$ cat config.mk
export PLATFORM = sky130hd
export DESIGN_NAME = fetch_queue
export DESIGN_NICKNAME = d
export VERILOG_FILES = /design/src/rtl/fetch_queue_pkg.sv /design/src/rtl/fetch_queue_fifo.sv /design/src/rtl/fetch_queue.sv
export SDC_FILE = /design/constraint.sdc
export NUM_CORES = 1
export LEC_CHECK = 0
export CAP_MARGIN = 20
export CORE_MARGIN = 4
export CORE_UTILIZATION = 58
export DETAILED_ROUTE_END_ITERATION = 8
export GPL_TIMING_DRIVEN = 0
export HOLD_SLACK_MARGIN = 0.03
export PLACE_DENSITY = 0.83
export SYNTH_ARGS = -nofsm -noshare
export SYNTH_HDL_FRONTEND = slang
export SYNTH_SLANG_ARGS = --single-unit
$ cat constraint.sdc
create_clock -name clk -period 5.11 [get_ports clk]
set_clock_uncertainty 0.15 [all_clocks]
set_input_delay 0.7665 -clock clk [delete_from_list [all_inputs] [get_ports clk]]
set_output_delay 0.7665 -clock clk [all_outputs]
set_load 0.02 [all_outputs]
$ cat src/rtl/fetch_queue_pkg.sv
// Shared constants and entry type for the fetch front end (package fetch_pkg).
// The FETCH_BYPASS_EN build option is implemented in fetch_queue.
package fetch_pkg;

    localparam int FETCH_DEPTH = 4;
    localparam int INST_W      = 9;
    localparam int ADDR_W      = 12;

    typedef struct packed {
        logic [INST_W-1:0] inst;
        logic [ADDR_W-1:0] pc;
    } fetch_entry_t;

endpackage

$ cat src/rtl/fetch_queue_fifo.sv
// fetch_fifo: DEPTH-entry instruction/address storage with head/tail/count.
// A synchronous clear takes priority over push and pop.
module fetch_fifo
    import fetch_pkg::*;
#(
    parameter int W     = INST_W,
    parameter int D     = ADDR_W,
    parameter int DEPTH = FETCH_DEPTH
) (
    input  logic                       clk,
    input  logic                       reset,
    input  logic                       clear,
    input  logic                       push,
    input  logic [W-1:0]               push_inst,
    input  logic [D-1:0]               push_pc,
    input  logic                       pop,
    output logic [W-1:0]               head_inst,
    output logic [D-1:0]               head_pc,
    output logic [$clog2(DEPTH):0]     count,
    output logic                       full,
    output logic                       empty
);

    localparam int PW = $clog2(DEPTH);

    logic [W+D-1:0] mem [DEPTH];
    logic [PW-1:0]  head;
    logic [PW-1:0]  tail;

    always_ff @(posedge clk) begin
        if (push && !clear) begin
            mem[tail] <= {push_inst, push_pc};
        end
    end

    always_ff @(posedge clk or posedge reset) begin
        if (reset) begin
            head  <= '0;
            tail  <= '0;
            count <= '0;
        end else if (clear) begin
            head  <= '0;
            tail  <= '0;
            count <= '0;
        end else begin
            if (push) tail <= tail + 1'b1;
            if (pop)  head <= head + 1'b1;
            case ({push, pop})
                2'b10:   count <= count + 1'b1;
                2'b01:   count <= count - 1'b1;
                default: count <= count;
            endcase
        end
    end

    // Slot contents stay visible while empty; the top treats them as don't-care.
    assign {head_inst, head_pc} = mem[head];
    assign full  = (count == (PW+1)'(DEPTH));
    assign empty = (count == '0);

endmodule

$ cat src/rtl/fetch_queue.sv
// fetch_queue: issues one imem read per cycle, queues returns, presents to decode.
// Build option FETCH_BYPASS_EN forwards a returning read straight to decode when the queue is empty.
module fetch_queue
    import fetch_pkg::*;
#(
    parameter int D     = ADDR_W,
    parameter int W     = INST_W,
    parameter int DEPTH = FETCH_DEPTH
) (
    input  logic         clk,
    input  logic         reset,
    input  logic [D-1:0] progCtr,
    input  logic         flush,
    output logic         imemEn,
    output logic [D-1:0] imemAddr,
    input  logic [W-1:0] imemData,
    output logic [W-1:0] instOut,
    output logic [D-1:0] instPc,
    output logic         instValid,
    input  logic         instReady,
    output logic         fetchStall
);

    localparam int PW = $clog2(DEPTH);
    localparam int CW = PW + 2;

    logic          pending;
    logic [D-1:0]  reqPc;
    logic [PW:0]   fifo_count;
    logic          fifo_full;
    logic          fifo_empty;
    logic [W-1:0]  head_inst;
    logic [D-1:0]  head_pc;
    logic [CW-1:0] occupancy;
    logic          bypass;
    logic          push;
    logic          fifo_pop;

    assign imemAddr = progCtr;

    // Stall counts the in-flight read but not a same-cycle pop, so a return always finds room.
    always_comb begin
        occupancy  = CW'(fifo_count) + CW'(pending);
        fetchStall = !flush && (occupancy >= CW'(DEPTH));
        imemEn     = !reset && !flush && !fetchStall;
    end

    always_ff @(posedge clk or posedge reset) begin
        if (reset) begin
            pending <= 1'b0;
            reqPc   <= '0;
        end else begin
            pending <= imemEn;
            if (imemEn) reqPc <= progCtr;
        end
    end

`ifdef FETCH_BYPASS_EN
    assign bypass = fifo_empty && pending;
`else
    assign bypass = 1'b0;
`endif

    always_comb begin
        instValid = !fifo_empty || bypass;
        instOut   = bypass ? imemData : head_inst;
        instPc    = bypass ? reqPc    : head_pc;
        fifo_pop  = instValid && instReady && !fifo_empty;
        // A bypassed return that decode takes this cycle never needs a slot.
        push      = pending && !(bypass && instReady);
    end

    fetch_fifo #(
        .W     (W),
        .D     (D),
        .DEPTH (DEPTH)
    ) u_fifo (
        .clk       (clk),
        .reset     (reset),
        .clear     (flush),
        .push      (push),
        .push_inst (imemData),
        .push_pc   (reqPc),
        .pop       (fifo_pop),
        .head_inst (head_inst),
        .head_pc   (head_pc),
        .count     (fifo_count),
        .full      (fifo_full),
        .empty     (fifo_empty)
    );

    always_ff @(posedge clk) begin
        if (!reset && !flush) begin
            assert (!(push && fifo_full));
        end
    end

endmodule

==> metrics.yaml <==
place:
  hpwlAfterDp_um: 4400
  place_congestion: 0.728
  placement.cell_area_um2: 4820
  port_buffers: 59
  post-place-ws_ns: 1.93
cells_and_area:
  n_antenna_cell: 0
  drive_above_1_share_pct: 26.5
  mostFrequentLayoutCell: "edfxtp_1"
  design_area_um2: 5050
  finalNetCount: 308
  layout_common_cells: "84 x edfxtp_1, 59 x clkdlybuf4s50_1, 21 x mux4_2, 20 x dfrtp_1"
  area_growth_pct: 22.7
  utilization_pct: 73.9
global_routing:
  antenna_found_initial: 0
  grt_max_degree: 22
  grt-ovfl-total: 0
  grt_pass1_vias: 2089
  grt_usage_pct: 16.9
  grt_pass1_wl_um: 10600
synth:
  synthTopCellsByArea: "edfxtp_1 61%, dfrtp_1 12%, mux4_2 11%"
  synth.largest_area_cell: "edfxtp_1"
  synth_edf_count: 84
  async_reset_ff_share_pct: 19.2
  syn_inst: 206
  seq_area_frac_synth_pct: 73.5
  synth_warnings: 0
  synth_seq_cells: 104
  synth_top_flop_cell: "edfxtp_1"
  synth_nets: 236
  synth_top_area_share_pct: 61.3
  synthesis.area_um2: 4110
  synth_cell_type_count: 29
  avgSynthCellArea_um2: 20.0
drt:
  ant_nets: 0
  viasPerCell: 5.29
  wl_um: 6690
  drt-initial-drc-count: 74
  drtPass1Iterations: 4
  drc: 0
  wl_per_cell_um: 17.6
  via_count: 2005
floorplan:
  rows: 30
  dieArea_um2: 8500
  boundaryPins: 61
  fp.coreArea_um2: 6830
  die-width_um: 92.2
  die_h_um: 92.2
  initial_core_util_pct: 60.2
clocking:
  cts_made_buffers: 9
  root_buffer: "clkbuf_8"
  clk_latency_ns: 0.34
  tritoncts: "built"
  clock_sinks: 104
  cts_buffer_depth: 2
  clk_pin_slew_ns: 0.10
  postCtsSetupBuffers: 0
  cts_htree_levels: 3
  postCtsHoldBufs: 0
  cts_resized: 0
pwr:
  power_mw: 2.17
  ir_worst_vdd_mv: 0.260
  leakage_nw: 1.75
  p_per_area_nw_per_um2: 431
worst_setup_path:
  reg2reg_from: "u_fifo.count[0]$_DFFE_PP0P_"
  startpoint_type: "flop"
  crit_path_frequent_cell: "buf_2"
  crit_required_ns: 4.19
  rrSetupSlack_ns: 2.82
  crit_chain: "buf_2 > buf_2 > mux4_2 > clkdlybuf4s50_1"
  rr_worst_depth: 7
  critical_path_arrival_ns: 2.30
  end_kind: "primary output"
  worst-setup-path-type: "flop to primary output"
  timing.rr.end: "u_fifo.count[1]$_DFFE_PP0P_"
  critPathMaxFanout: 10
  crit_path_max_incr_delay_ns: 0.57
  cp_slowest_cell: "clkdlybuf4s50_1"
min_path:
  min_path_cells: 0
  hp-class: "flop to flop"
  min_to: "u_fifo.mem[0][10]$_DFFE_PP_"
  hp-start: "reqPc[10]$_DFFE_PP0P_"
run_status:
  status: "finished, final reports clean"
sta:
  fmax_ghz: 0.310
  setup_viol: 0
  period_minus_slack_ns: 3.22
  tns_ns: 0
  setup_slack_ns: 1.89
  tightest_slew_ns: 1.10
  rsz0062_at_grt: "false"
  min_period_over_period_pct: 63.0
  hold_violations: 0
  slew_headroom_pct: 26.7
  slew_viol_final: 0
job:
  cap_violations: 0
-- area by class of cell --
class / count / area (um^2)
sequential: 104 / 3020
fill: 436 / 1780
multi-input combinational: 78 / 938
timing repair buffer: 61 / 633
clock buffer: 10 / 138
buffer: 20 / 138
tap: 96 / 120
clock inverter: 6 / 43.8
inverter: 4 / 15.0
-- critical path, delay by kind of cell (launching register included) --
family | cells | cell delay (ns)
flip-flops | 1 | 0.32
buffers and inverters | 3 | 1.08
multiplexers | 1 | 0.55
-- cells in the mapped netlist, drive strengths merged (2+ instances only) --
cell / number
a21oi: 4
and2: 5
buf: 20
dfrtp: 20
edfxtp: 84
ha: 4
inv: 4
mux2: 13
mux2i: 2
mux4: 21
nand2: 3
nor2: 10
o21ai: 2
xnor2: 3
xor2: 2
-- worst max path at each step --
| stage | start | to | slack [ns] | cells past startpoint |
|---|---|---|---|---|
| after CTS | u_fifo.head[0]$_DFFE_PP0P_ | instPc[9] | 1.83 | 4 |
| after floorplan | flush | imemEn | 2.76 | 5 |
| after global routing | u_fifo.head[0]$_DFFE_PP0P_ | instPc[5] | 1.72 | 4 |
| final | u_fifo.head[0]$_DFFE_PP0P_ | instPc[8] | 1.89 | 4 |
| after detailed placement | reset | imemEn | 1.93 | 6 |
| after global placement | reset | imemEn | 1.93 | 6 |
-- kinds of logic after synthesis --
family / count (synthesis) / synth area share, %
multiplexers: 36 / 15.5
XOR/XNOR: 5 / 1.06
adder cells (fa/ha/maj): 5 / 1.70
buffers and inverters: 24 / 3.71
flip-flops: 104 / 73.5
AND/OR/NAND/NOR: 24 / 3.16
AO/OA/AOI/OAI: 8 / 1.34
-- metal layers --
layer	up-vias	track usage, %	routed length, um
li1	933	-	-
met1	1003	21.3	2770
met2	62	29.1	3540
met3	7	2.95	287
met4	0	7.05	84
met5	-	0	0
-- sequential cells by signal, indices dropped and copies added (netlist names) --
signal / flops
pending: 1
reqPc: 12
u_fifo.count: 3
u_fifo.head: 2
u_fifo.mem: 84
u_fifo.tail: 2
-- through the flow --
step | instances | hold slack, ns
after CTS | 377 | 0.367
final | 379 | 0.369
after detailed placement | 361 | 0.353
after global routing | 379 | 0.377
after global placement | 361 | 0.338
after floorplan | 206 | 0.321
-- power breakdown --
group	leakage (nW)	switching, mW	total [mW]	internal (mW)
combinational	0.652	0.288	0.628	0.340
sequential	1.01	0.0667	1.09	1.02
clock	0.0926	0.262	0.454	0.192
total	1.75	0.617	2.17	1.56
Note: power is estimated with default switching activity, not from simulation.
==> variant 1: new RTL, same settings <==
Build with the macro `FETCH_BYPASS_EN` defined.
--- a/src/rtl/fetch_queue.sv
+++ b/src/rtl/fetch_queue.sv
@@ -2,2 +2,4 @@
 // Build option FETCH_BYPASS_EN forwards a returning read straight to decode when the queue is empty.
+`define FETCH_BYPASS_EN
+
 module fetch_queue
Behaviour: not the same (a bounded check fails within 4 cycles, from zero or initial values and one cycle with reset high).
==> variant 1 against the original RTL <==
Wire length rose by 29%. Sequential power fell by 6%. Count of clock-buffer cells in the layout fell by 1. Synthesized cell count rose by 11%. Final area rose by 6.6%. Register-to-register slack got worse by 0.14 ns. Sequential cell count did not move. Utilization fell by 0.085 points. Worst setup slack got worse by 1.0 ns. Non-clock buffer count rose by 4. Cell count rose by 7.1%. Synthesized area rose by 6.7%. Total power fell by 10%.
==> variant 1: results (changes against the original RTL) <==
metric,value,unit,change
critPathMaxFanout,21,,+11
track_usage,19.7,%,+2.8 points
drtIter0Drc,123,,+66%
synth_compound_area_share,1.82,%,+0.49 points
status,"finished, final reports clean",,
synthAdderAreaFrac,1.60,%,-0.11 points
critPathLaunch,reset,,
drive_gt1_share,30.3,%,+3.8 points
power.internal,1.42,mW,-8.9%
cpPeakStageDelay,0.68,ns,+0.11 ns
holdPathEnd,u_fifo.mem[2][9],,
viasPerCell,5.73,,+8.4%
reg2reg_depth,5,,-2
final_nets,332,,+7.8%
grt_pass1_wl,12.6,mm,+19%
synthMuxAreaShare,20.0,%,+4.4 points
wl,8.60,mm,+29%
hold_path_startpoint,reqPc[9],,
synth_edf_count,84,,unchanged
hold_slack,0.401,ns,+0.0320 ns
ir_worst_vdd,0.278,mV,+6.8%
tightest_slew,0.939,ns,-0.160 ns
gp_congestion,0.837,,+15%
hpwl,5.37,mm,+22%
power_frac_seq,52.6,%,+2.4 points
grt_pass1_vias,2456,,+18%
ys_types,37,,+28%
yosys-top-cells-count,"edfxtp_1 (84), mux2_2 (31), mux4_2 (21)",,
r2r_start,u_fifo.count[1],,
clkLatencyLatePin,0.37,ns,+0.03 ns
reg2reg_slack,2.68,ns,-0.14 ns
yosysSeqAreaShare,68.9,%,-4.6 points
cp_slowest_cell,inv_1,,
yosys.area_share.xor_xnor,0.599,%,-0.47 points
pg_clk,0.462,mW,+2%
synth_area_leaders,"edfxtp_1 (57%), dfrtp_1 (11%), mux4_2 (11%), mux2_2 (8.0%), buf_4 (2.4%)",,
nFillCells,445,,+2.1%
r2r-end,u_fifo.count[2],,
syn_nets,258,,+9.3%
[variant 1: cell count changes after synthesis, sizes merged, moves of 3 or more]
| cell | before | now |
|---|---|---|
| mux2 | 13 | 35 |
| and2 | 5 | 1 |
| and3 | 0 | 4 |
| a21oi | 4 | 1 |
| nor2 | 10 | 7 |
[variant 1: per-layer routing]
layer | vias up | global-route usage [%] | share of wire [%]
met1 | 1229 | 23.4 | 41
met2 | 56 | 35.8 | 55
met4 | 0 | 5.17 | 0.84
met5 | - | 0 | 0
li1 | 1036 | - | -
met3 | 7 | 4.86 | 3.6
[variant 1: cell type report]
| class | instances | area [sq um] | area share, % |
|---|---|---|---|
| buffer | 22 | 179 | 3.32 |
| clock buffer | 9 | 124 | 2.30 |
| clock inverter | 7 | 57.6 | 1.07 |
| inverter | 5 | 18.8 | 0.349 |
| multi-input combinational | 97 | 1170 | 21.7 |
| sequential | 104 | 3020 | 56.2 |
| tap | 99 | 124 | 2.30 |
| timing repair buffer | 63 | 688 | 12.8 |
[variant 1: kinds of logic after synthesis]
group,Yosys count
fa+ha+maj,5
mux,57
compound gates,10
simple gates,22
xor+xnor,3
buf+inv,27
flops,104
[variant 1: per-stage QoR]
| stage | setup WS [ns] | power, mW | std cells |
|---|---|---|---|
| global placement | 0.898 | 1.49 | 386 |
| detailed placement | 0.845 | 1.51 | 386 |
| global route | 0.618 | 2.04 | 406 |
| CTS | 0.834 | 1.96 | 402 |
| finish | 0.845 | 1.95 | 406 |
| floorplan | 2.33 | 1.33 | 228 |
[variant 1: worst max-delay path by stage]
stage                   to  slack (ns)  depth (start not counted)
detailed placement  imemEn        0.84                          6
finish              imemEn        0.84                          6
global route        imemEn        0.62                          6
floorplan           imemEn        2.33                          4
CTS                 imemEn        0.83                          6
global placement    imemEn        0.90                          6
==> variant 2: new RTL, config.mk and constraints unchanged <==
Made on the original files. Make the reset (`reset`) synchronous in 2 clocked blocks.
--- a/src/rtl/fetch_queue_fifo.sv
+++ b/src/rtl/fetch_queue_fifo.sv
@@ -35,3 +35,3 @@
 
-    always_ff @(posedge clk or posedge reset) begin
+    always_ff @(posedge clk) begin
         if (reset) begin
--- a/src/rtl/fetch_queue.sv
+++ b/src/rtl/fetch_queue.sv
@@ -47,3 +47,3 @@
 
-    always_ff @(posedge clk or posedge reset) begin
+    always_ff @(posedge clk) begin
         if (reset) begin
Behaviour: differs if reset is asserted again (counterexample within 4 cycles, from zero or initial values and one cycle with reset high); with reset held inactive, the same outputs for 10 cycles.
==> variant 2 against the original RTL <==
Via count up 1.7%. Final area up 1.1%. Non-clock buffer count unchanged. Sequential cell count up 2. Utilization up 0.43 points. Synthesized area up 0.27%. Die area up 0.25%. Worst setup slack worse by 0.29 ns. Cell count up 2.4%. First-iteration DRC count up 14%. Global-route usage up 0.12 points. Wire length up 2.8%. Largest cell class unchanged.
Power is not compared: it rests on default switching activity, and its combinational part moved more than twofold at a synthesized area within 25%.
==> variant 2: results (changes against the original RTL) <==
metric,value,unit,change
synthArstFlopShare,0,%,-19 points
nFillCells,430,,-1.4%
synth_area_leaders,"edfxtp_1 (61%), mux4_2 (11%), dfxtp_1 (11%), mux2_4 (2.9%), buf_4 (2.2%)",,
hpwl,4.47,mm,+1.7%
syn_nets,245,,+3.8%
vias,2039,,+1.7%
cts_buffers,9,,unchanged
netlist_instances,214,,+3.9%
h-tree-depth,3,,unchanged
wl_per_cell,17.7,um,+0.46%
synth_compound_area_share,1.30,%,-0.034 points
clkLatencyLatePin,0.35,ns,
track_usage,17.0,%,+0.12 points
reg.largest.list,"u_fifo.mem: 84 flops, reqPc: 12 flops, u_fifo.count: 3 flops",,
critPathArrivalTime,2.59,ns,+0.29 ns
ys_types,26,,-10%
viasPerCell,5.26,,-0.66%
synth_edf_count,84,,unchanged
tightest_slew,1.13,ns,+0.0340 ns
final_nets,318,,+3.2%
yosys.area_share.xor_xnor,1.06,%,-0.0029 points
cts-root-buf,clkbuf_8,,
grt_pass1_vias,2101,,+0.57%
power.leakage,1.76,nW,
antenna_found_initial,0,,unchanged
gp_congestion,0.726,,-0.37%
firstDrtPassIters,4,,unchanged
yosysWarnings,0,,unchanged
yosysSeqAreaShare,71.8,%,-1.7 points
cp_slowest_cell,clkdlybuf4s50_1,,
synthMuxAreaShare,15.7,%,+0.17 points
post_cts_resized,0,,unchanged
drive_gt1_share,23.3,%,-3.2 points
status,"finished, final reports clean",,
critPathMaxFanout,10,,unchanged
port_buffers,60,,+1.7%
cpPeakStageDelay,0.59,ns,+0.02 ns
grt_pass1_wl,10.8,mm,+1.7%
ctsLongestPathBuffers,2,,unchanged
synthAdderAreaFrac,2.00,%,+0.30 points
drtIter0Drc,84,,+14%
dp_cells,370,,+2.5%
yosys-top-cells-count,"edfxtp_1 (84), dfxtp_1 (22), mux4_2 (21)",,
grt_max_degree,22,,unchanged
[variant 2: changes by cell type in the layout (fill, tap and decap cells not counted), moves of 2 or more]
cell / delta
a21oi_2: -2
buf_2: -3
bufinv_16: +2
clkbuf_1: +4
dfrtp_1: -20
dfxtp_1: +22
inv_1: +4
mux2_2: -9
mux2_4: +8
nand2_1: -2
nor2b_1: +11
or3_1: +2
[variant 2: final timing paths]
check / from / end / slack (ns) / cells after the start
min: reqPc[0] / u_fifo.mem[0][0] / 0.35 / 0
max: reset / imemEn / 1.60 / 7
min reg2reg: reqPc[0] / u_fifo.mem[0][0] / 0.35 / 0
max reg2reg: pending / u_fifo.mem[2][11] / 2.92 / 3
[variant 2: worst register-to-register path, stage by stage (launching register included)]
cell and delay (ns):
dfxtp_1 0.45, inv_1 0.10, nor2_1 0.19, and2_1 0.92
[variant 2: cell families (layout without fill, tap and decap cells)]
| group | after synthesis | count (layout) |
|---|---|---|
| buffers and inverters | 27 | 105 |
| XOR/XNOR | 5 | 5 |
| flip-flops | 106 | 106 |
| multiplexers | 34 | 34 |
| AO/OA/AOI/OAI | 6 | 6 |
| adder cells (fa/ha/maj) | 6 | 6 |
| AND/OR/NAND/NOR | 30 | 30 |
[variant 2: routing by layer]
layer / share of wire [%] / track usage, % / vias up
li1: - / - / 949
met1: 42 / 21.3 / 1017
met2: 52 / 28.5 / 66
met3: 4.7 / 4.63 / 7
met4: 1.2 / 6.31 / 0
met5: 0 / 0 / -
[variant 2: metrics by stage]
| stage | area (sq um) | power (mW) | setup slack [ns] |
|---|---|---|---|
| after floorplan | 4130 | 1.04 | 2.62 |
| after global placement | 4850 | 1.09 | 1.60 |
| after detailed placement | 4850 | 1.10 | 1.59 |
| after CTS | 5060 | 1.64 | 1.59 |
| after global routing | 5110 | 1.68 | 1.54 |
| final | 5110 | 1.63 | 1.60 |
[variant 2: area by class of cell]
class | count | share of cell area (%)
inverters | 8 | 0.588
well taps | 96 | 2.35
multi-input cells | 81 | 19.6
clock buffers | 10 | 2.50
repair buffers | 62 | 12.6
flip-flops and latches | 106 | 58.0
clock inverters | 6 | 1.76
plain buffers | 19 | 2.62
[variant 2: report_power, final]
| part | total, mW | internal [mW] | switching, mW |
|---|---|---|---|
| clock network | 0.551 | 0.278 | 0.273 |
| registers | 0.960 | 0.947 | 0.0125 |
| logic | 0.118 | 0.0690 | 0.0492 |
| total | 1.63 | 1.29 | 0.335 |
